==> src/rtl/mem_port_arbiter.sv <==
// -----------------------------------------------------------------------------
// mem_port_arbiter
//
// Shares the single main-memory word port between the I-cache refill path and
// the D-cache refill / write-back path. One cache line moves at a time, as
// LINE_WORDS word beats over a valid/ready memory handshake. A one-cycle ready
// pulse back to the requester completes the line.
//
// Sequence: IDLE -> GRANT_I | GRANT_D -> DONE -> IDLE.
// With mem_ready tied high the sequence is:
//   - grant on edge 0
//   - beats on edges 1..LINE_WORDS
//   - ready pulse in cycle LINE_WORDS+1
// That is LINE_WORDS+2 cycles per line, counted IDLE to IDLE.
//
// Ports
//   clk, rst              clock; synchronous active-high reset
//   i_r_valid, i_addr     I-cache line read request and address
//   i_r_ready, i_rline    one-cycle completion pulse and the line read
//   d_r_valid, d_w_valid  D-cache line read / write-back request
//                         (write wins when both are high)
//   d_addr, d_wline       D-cache address and the line to write
//   d_r_ready, d_w_ready  one-cycle completion pulses
//   d_rline               line read for the D-cache
//   mem_valid, mem_we     beat request to memory; 1 = write beat
//   mem_addr, mem_wdata   beat byte address and write data
//   mem_rdata, mem_ready  read data and beat accept
//   busy                  high whenever a transfer is granted or completing
//
// Line word k sits at bits [32k+31:32k] of every line bus.
// -----------------------------------------------------------------------------
module mem_port_arbiter #(
  parameter int LINE_WORDS = 4
) (
  input  logic                    clk,
  input  logic                    rst,

  input  logic                    i_r_valid,
  input  logic [31:0]             i_addr,
  output logic                    i_r_ready,
  output logic [32*LINE_WORDS-1:0] i_rline,

  input  logic                    d_r_valid,
  input  logic                    d_w_valid,
  input  logic [31:0]             d_addr,
  input  logic [32*LINE_WORDS-1:0] d_wline,
  output logic                    d_r_ready,
  output logic                    d_w_ready,
  output logic [32*LINE_WORDS-1:0] d_rline,

  output logic                    mem_valid,
  output logic                    mem_we,
  output logic [31:0]             mem_addr,
  output logic [31:0]             mem_wdata,
  input  logic [31:0]             mem_rdata,
  input  logic                    mem_ready,

  output logic                    busy
);

  localparam int CW = $clog2(LINE_WORDS);
  // Byte offset mask inside one line; clearing it gives the line base.
  localparam logic [31:0] LINE_MASK = 32'(LINE_WORDS * 4 - 1);

  typedef enum logic [1:0] {
    IDLE    = 2'd0,
    GRANT_I = 2'd1,
    GRANT_D = 2'd2,
    DONE    = 2'd3
  } state_t;

  state_t          state;
  logic [CW-1:0]   cnt;          // current beat within the line
  logic            last_grant_d; // 1 = D side won the most recent grant
  logic            op_we;        // latched operation of the granted transfer
  logic [31:0]     base;         // latched line base byte address
  logic [31:0]     wbuf   [LINE_WORDS];
  logic [31:0]     i_line [LINE_WORDS];
  logic [31:0]     d_line [LINE_WORDS];

  // Grant decision and beat bookkeeping
  logic            d_pend;
  logic            grant_d;
  logic            grant_i;
  logic            beat_ok;
  logic            last_beat;
  logic [CW-1:0]   cnt_nxt;
  logic [31:0]     i_base;
  logic [31:0]     d_base;

  assign i_base    = i_addr & ~LINE_MASK;
  assign d_base    = d_addr & ~LINE_MASK;
  assign beat_ok   = mem_valid & mem_ready;
  assign last_beat = (cnt == CW'(LINE_WORDS - 1));
  assign cnt_nxt   = cnt + CW'(1);

  // On a tie, the side that did not win last time is served.
  // NOTE: every signal assigned in always_comb gets a default first, so no path
  // can leave it unassigned and infer a latch.
  always_comb begin
    d_pend  = d_r_valid | d_w_valid;
    grant_d = 1'b0;
    grant_i = 1'b0;
    if (d_pend && i_r_valid) begin
      grant_d = ~last_grant_d;
      grant_i = last_grant_d;
    end else begin
      grant_d = d_pend;
      grant_i = i_r_valid;
    end
  end

  // Line buses are driven straight from the buffers. They change only while
  // a read fills them, so they stay stable from DONE until the next grant.
  always_comb begin
    for (int k = 0; k < LINE_WORDS; k++) begin
      i_rline[32*k +: 32] = i_line[k];
      d_rline[32*k +: 32] = d_line[k];
    end
  end

  // NOTE: all state below updates with non-blocking assignments, so every
  // register samples the pre-edge values of the others.
  always_ff @(posedge clk) begin
    if (rst) begin
      state        <= IDLE;
      cnt          <= '0;
      last_grant_d <= 1'b0;
      op_we        <= 1'b0;
      base         <= '0;
      mem_valid    <= 1'b0;
      mem_we       <= 1'b0;
      mem_addr     <= '0;
      mem_wdata    <= '0;
      i_r_ready    <= 1'b0;
      d_r_ready    <= 1'b0;
      d_w_ready    <= 1'b0;
      busy         <= 1'b0;
      // NOTE: the line buffers are storage that would normally be left
      // unreset. They are cleared here because the line outputs must read
      // zero after reset.
      for (int k = 0; k < LINE_WORDS; k++) begin
        wbuf[k]   <= '0;
        i_line[k] <= '0;
        d_line[k] <= '0;
      end
    end else begin
      case (state)
        IDLE: begin
          cnt <= '0;
          if (grant_d) begin
            state        <= GRANT_D;
            last_grant_d <= 1'b1;
            op_we        <= d_w_valid;
            base         <= d_base;
            mem_valid    <= 1'b1;
            mem_we       <= d_w_valid;
            mem_addr     <= d_base;
            mem_wdata    <= d_w_valid ? d_wline[31:0] : 32'd0;
            busy         <= 1'b1;
            // The requester may change d_wline once the grant is taken.
            for (int k = 0; k < LINE_WORDS; k++) begin
              wbuf[k] <= d_wline[32*k +: 32];
            end
          end else if (grant_i) begin
            state        <= GRANT_I;
            last_grant_d <= 1'b0;
            op_we        <= 1'b0;
            base         <= i_base;
            mem_valid    <= 1'b1;
            mem_we       <= 1'b0;
            mem_addr     <= i_base;
            mem_wdata    <= '0;
            busy         <= 1'b1;
          end
        end

        GRANT_I, GRANT_D: begin
          // Beat outputs hold until memory accepts the beat.
          if (beat_ok) begin
            if (!op_we) begin
              if (state == GRANT_I) i_line[cnt] <= mem_rdata;
              else                  d_line[cnt] <= mem_rdata;
            end
            cnt <= cnt_nxt;
            if (last_beat) begin
              state     <= DONE;
              mem_valid <= 1'b0;
              mem_we    <= 1'b0;
              mem_wdata <= '0;
              i_r_ready <= (state == GRANT_I);
              d_r_ready <= (state == GRANT_D) & ~op_we;
              d_w_ready <= (state == GRANT_D) &  op_we;
            end else begin
              mem_addr  <= base + 32'({cnt_nxt, 2'b00});
              mem_wdata <= op_we ? wbuf[cnt_nxt] : 32'd0;
            end
          end
        end

        DONE: begin
          // Single completion cycle; new requests are first sampled in IDLE.
          state     <= IDLE;
          i_r_ready <= 1'b0;
          d_r_ready <= 1'b0;
          d_w_ready <= 1'b0;
          busy      <= 1'b0;
        end

        default: begin
          state <= IDLE;
        end
      endcase
    end
  end

endmodule

==> config.mk <==
export PLATFORM = sky130hd
export DESIGN_NAME = mem_port_arbiter
export DESIGN_NICKNAME = d
export VERILOG_FILES = /design/src/rtl/mem_port_arbiter.sv
export SDC_FILE = /design/constraint.sdc
export NUM_CORES = 1
export LEC_CHECK = 0
export BUFFER_PORTS_ARGS = -buffer_cell sky130_fd_sc_hd__clkbuf_2
export CORE_MARGIN = 3
export CORE_UTILIZATION = 30
export CTS_CLUSTER_DIAMETER = 80
export DETAILED_ROUTE_END_ITERATION = 10
export PLACE_DENSITY_LB_ADDON = 0.05
export SLEW_MARGIN = 20
export SYNTH_ARGS = -nofsm -noshare
export SYNTH_HDL_FRONTEND = slang
export SYNTH_SLANG_ARGS = --single-unit
export TNS_END_PERCENT = 100
==> constraint.sdc <==
create_clock -name clk -period 4.8 [get_ports clk]
set_input_delay 0.72 -clock clk [delete_from_list [all_inputs] [get_ports clk]]
set_output_delay 0.72 -clock clk [all_outputs]
set_load 0.02 [all_outputs]
; ---- Yosys cells after proc, flatten, opt, wreduce, memory -nomap -nowiden
; Memories as Yosys holds them, arrays and structs flattened.
; Cells that the tools add are included.
[totals]
inputBits = 230
ff_bits = 108
ramBits = 384
out_inout_bits = 326
mem_count = 3
[mem_list]
columns = memory, depth, width, read_ports, rd_clocked_by_memory_dff, wr, line
row1 = d_line, 4, 32, 4, 0, 4, 79  ; logic [31:0] d_line [LINE_WORDS];
row2 = i_line, 4, 32, 4, 0, 4, 78  ; logic [31:0] i_line [LINE_WORDS];
row3 = wbuf, 4, 32, 1, 0, 4, 77  ; logic [31:0] wbuf [LINE_WORDS];
[classes]
n_mux = 68
eq_ne = 8
n_addsub = 2
bitwise = 10
reduce_logical = 17
[op_table]
columns = op, count
row1 = two-way mux 32 bit, 16
row2 = one-hot mux 32 bit (2 select lines), 2
row3 = OR reduction 32 bit, 2
row4 = two-way mux 1 bit, 35
row5 = adder 32 x 4 -> 32 bit, 1
row6 = two-way mux 2 bit, 7
row7 = one-hot mux 1 bit (2 select lines), 6
row8 = AND reduction 3 bit, 3
row9 = AND reduction 4 bit, 2
row10 = nonzero test 2 bit, 4
row11 = equality test 2 bit (second input constant), 3
row12 = != test 2 bit (second input constant), 3
row13 = one-hot mux 2 bit (3 select lines), 1
row14 = AND reduction 2 bit, 3
row15 = bitwise OR 1 bit, 5
row16 = one-hot mux 2 bit (2 select lines), 1
row17 = AND 1 bit, 3
row18 = != test 3 bit (second input constant), 1
row19 = adder 2 x 1 -> 2 bit (second input constant), 1
row20 = equality test 2 x 1 -> 1 bit (second input constant), 1
row21 = logical NOT 2 bit, 1
row22 = NOT 1 bit, 2
row23 = OR reduction 2 bit, 1
row24 = logical AND 1 bit, 1

; ---- Depth between registers and ports, before layout
[logic_depth]
depth_word = 9
depth_mapped = 9
ltp_nobuf = 6

; ---- Least setup slack after synthesis
; No wires, ideal clock.
[synth_path]
path_type = in2reg
start = in rst
end = mem wbuf[0][0], enable pin
setup_time_ps = 492
t_arrival_ps = 4060
slack_ps = 248
path_stages = 4
cell_sequence = buf_2 > clkinv_1 > clkbuf_1 > nand2_1
[synth_lines]
columns = item, line
row1 = start: declaration, 36  ; input logic rst,
row2 = end: declaration, 77

==> flow_summary.json <==
{
  "nets": 2126,
  "ioPinCount": 556,
  "cts_resized": 0,
  "synth-simple-area-share_pct": 15.26,
  "syn_area_per_cell_um2": 14.48,
  "drt.antenna.violating_nets": 0,
  "start_util_pct": 30.66,
  "synth_top_family_by_area": "simple AND/OR/NAND/NOR gates",
  "via_per_inst": 4.512,
  "switching_share_pct": 30.00,
  "synth_edf_count": 384,
  "synth_top_area_share_pct": 58.98,
  "clock_power_share_pct": 32.8,
  "hold_buffers": 0,
  "setup_violations": 0,
  "worst_pin_slew_ns": 0.9694,
  "post-dp-hpwl_um": 40810,
  "drv_slew": 0,
  "grt_pass1_vias": 12870,
  "reg2reg_depth": 7,
  "cts-htree-levels": 2,
  "cap_violations": 0,
  "cpMaxStageDelayCell": "a21o_2",
  "antenna_found_initial": 8,
  "path_max_fanout": 37,
  "reg2reg_from": "state[0]$_SDFFE_PP0P_",
  "rsz0062_at_grt": "false",
  "grt_usage_pct": 17.14,
  "fmax_ghz": 0.2982,
  "rows": 92,
  "syn2layout_area_growth_pct": 28.20,
  "final_common_cell": "clkbuf_2",
  "tns_ns": 0,
  "yosys.area_share.adder_pct": 0.3840,
  "ys_seq_area_share_pct": 69.43,
  "r2r-end": "d_line[1][17]$_SDFFCE_PN0P_",
  "cp.depth": 7,
  "path_class": "reg2reg",
  "drt_pass1_iterations": 5,
  "min_period_ns": 3.353,
  "synthFlopType": "edfxtp_1",
  "port_buffers": 545,
  "hold_viol_final": 0,
  "synth_area_um2": 19550,
  "drt_wl_total_um": 60340,
  "overflow": 0,
  "numClockSinks": 486,
  "skew_ns": 0.01869,
  "path_cells": "inv_1 -> ha_2 -> buf_4 -> and3_1 -> nand2_1 -> nor3_1 -> a21o_2",
  "cts_buffer_depth": 3,
  "combPwrFrac_pct": 22.2,
  "hp-start": "d_wline[40]",
  "netlist_instances": 1350,
  "wire_per_inst_um": 21.64,
  "crit_arrival_ns": 3.58,
  "core_um2": 63770,
  "synth_xor_area_share_pct": 0,
  "vias": 12580,
  "internal-power_mw": 8.863,
  "synth_top_area_cell": "edfxtp_1",
  "yosys_register_bits": 486,
  "worst_setup_path_start_kind": "register",
  "yosys_warnings": 0,
  "slew_headroom_pct": 35.38,
  "grt_max_degree": 129,
  "cpLargestDelayFamily": "simple AND/OR/NAND/NOR gates",
  "clockRootBuffer": "clkbuf_16",
  "p_leak_nw": 10.49,
  "cp-endpoint": "d_line[1][17]$_SDFFCE_PN0P_",
  "drc": 0,
  "cts_tree": "built",
  "async_flop_share_pct": 0,
  "clock_latency_ns": 0.61,
  "synthMuxAreaShare_pct": 6.758,
  "p_switching_mw": 3.798,
  "status": "finished, final reports clean",
  "drt_iter0_drc": 592,
  "ir_drop_mv": 0.2720,
  "pwr_density_cell_nw_per_um2": 505.2,
  "hold_path.class": "in2reg",
  "clkTransAtPathRegs_ns": 0.06,
  "cts_made_buffers": 56,
  "synth.distinct_cells": 44,
  "max_stage_delay_ns": 0.78,
  "grt_pass1_wl_um": 86790,
  "startpoint": "state[0]$_SDFFE_PP0P_",
  "die_h_um": 261.3,
  "place.gp.congestion": 0.7383,
  "path_buf_inv": 2,
  "die_w_um": 261.3,
  "layout_common_cells": "clkbuf_2 (545), and2_1 (384), edfxtp_1 (384)",
  "critPathRequiredTime_ns": 5.02,
  "seqPwrFrac_pct": 45.1,
  "r2r_slack_ns": 1.45,
  "timing.final.crit_share_pct": 69.86,
  "cts_setup_buffers": 0,
  "drive_gt1_share_pct": 36.71,
  "dieArea_um2": 68260,
  "netlist_top_cells_area": "edfxtp_1 (59%), and2_1 (12%), dfxtp_1 (10%), mux4_2 (3.7%), mux2i_1 (3.1%)",
  "cp-end-kind": "register",
  "synth_compound_area_share_pct": 5.478,
  "place_inst": 2678,
  "final_cells": 2788
}
stage by stage:
step | worst slack, ns | utilization [%] | total power [mW] | hold WS [ns] | area, µm²
finish | 1.447 | 39.30 | 12.66 | 0.3857 | 25060
global route | 1.143 | 39.30 | 13.33 | 0.3668 | 25060
CTS | 1.357 | 39.28 | 12.89 | 0.3410 | 25050
detailed placement | 1.303 | 36.47 | 8.669 | 0.4625 | 23260
global placement | 1.365 | 36.47 | 8.635 | 0.4645 | 23260
floorplan | 0.2481 | - | 7.633 | 0.4488 | 19550
worst min path at each step:
stage                                      to  cells past startpoint
finish               wbuf[1][8]$_SDFFCE_PN0P_                      2
global route        wbuf[2][22]$_SDFFCE_PN0P_                      2
CTS                 wbuf[2][22]$_SDFFCE_PN0P_                      2
detailed placement   mem_addr[7]$_SDFFE_PP0P_                      1
floorplan           last_grant_d$_SDFFE_PP0P_                      2
global placement    mem_addr[20]$_SDFFE_PP0P_                      1
cell type report:
| cell class | instances | area, µm² |
|---|---|---|
| Fill cell | 6218 | 38710 |
| Clock inverter | 20 | 185.2 |
| Timing Repair Buffer | 571 | 2948 |
| Antenna cell | 5 | 12.51 |
| Inverter | 33 | 123.9 |
| Sequential cell | 486 | 13570 |
| Multi-Input combinational cell | 742 | 5555 |
| Tap cell | 846 | 1059 |
| Clock buffer | 85 | 1605 |
sequential cells by signal, indices dropped and copies added, names as in the netlist, 2 cells and up:
| register | count |
|---|---|
| base | 28 |
| cnt | 2 |
| d_line | 128 |
| i_line | 128 |
| mem_addr | 30 |
| mem_wdata | 32 |
| state | 2 |
| wbuf | 128 |
cell usage after synthesis (all sizes together) (2+ instances only):
| master | count |
|---|---|
| or2 | 4 |
| nand2b | 7 |
| a21oi | 11 |
| or4 | 2 |
| mux4 | 32 |
| inv | 32 |
| and2 | 384 |
| o211ai | 2 |
| nand3 | 5 |
| mux2i | 60 |
| nor2 | 67 |
| a21o | 3 |
| edfxtp | 384 |
| a211oi | 28 |
| o21a | 2 |
| nor3b | 3 |
| o31ai | 3 |
| ha | 6 |
| a221oi | 32 |
| nor3 | 6 |
| o21ai | 35 |
| dfxtp | 102 |
| a22o | 28 |
| nand2 | 8 |
| and3 | 4 |
| clkbuf | 67 |
| o22ai | 2 |
| buf | 23 |
routing by layer:
layer | vias up | wire (µm) | GRT usage, %
met2 | 379 | 30180 | 29.60
li1 | 5952 | - | -
met4 | 4 | 1558 | 5.313
met3 | 82 | 3848 | 4.110
met5 | - | 27 | 0
met1 | 6162 | 24730 | 21.22
cells by family (layout without fill, tap and decap cells):
kind of cell	after synthesis	count (layout)
AOI/OAI and AO/OA	148	148
DFF	486	486
other	1	7
adders and majority gates	6	6
muxes	92	92
buffers and inverters	123	709
and+or+nand+nor	494	494
power by group through the flow:
stage	combinational, mW	sequential, mW	clock [mW]
5_1_grt	3.09	5.78	4.45
6_report	2.81	5.70	4.15
2_1_floorplan	1.59	6.04	0
3_5_place_dp	2.88	5.79	0
3_3_place_gp	2.87	5.76	0
4_1_cts	2.89	5.71	4.28
No activity file was read; power rests on OpenSTA's default activity.
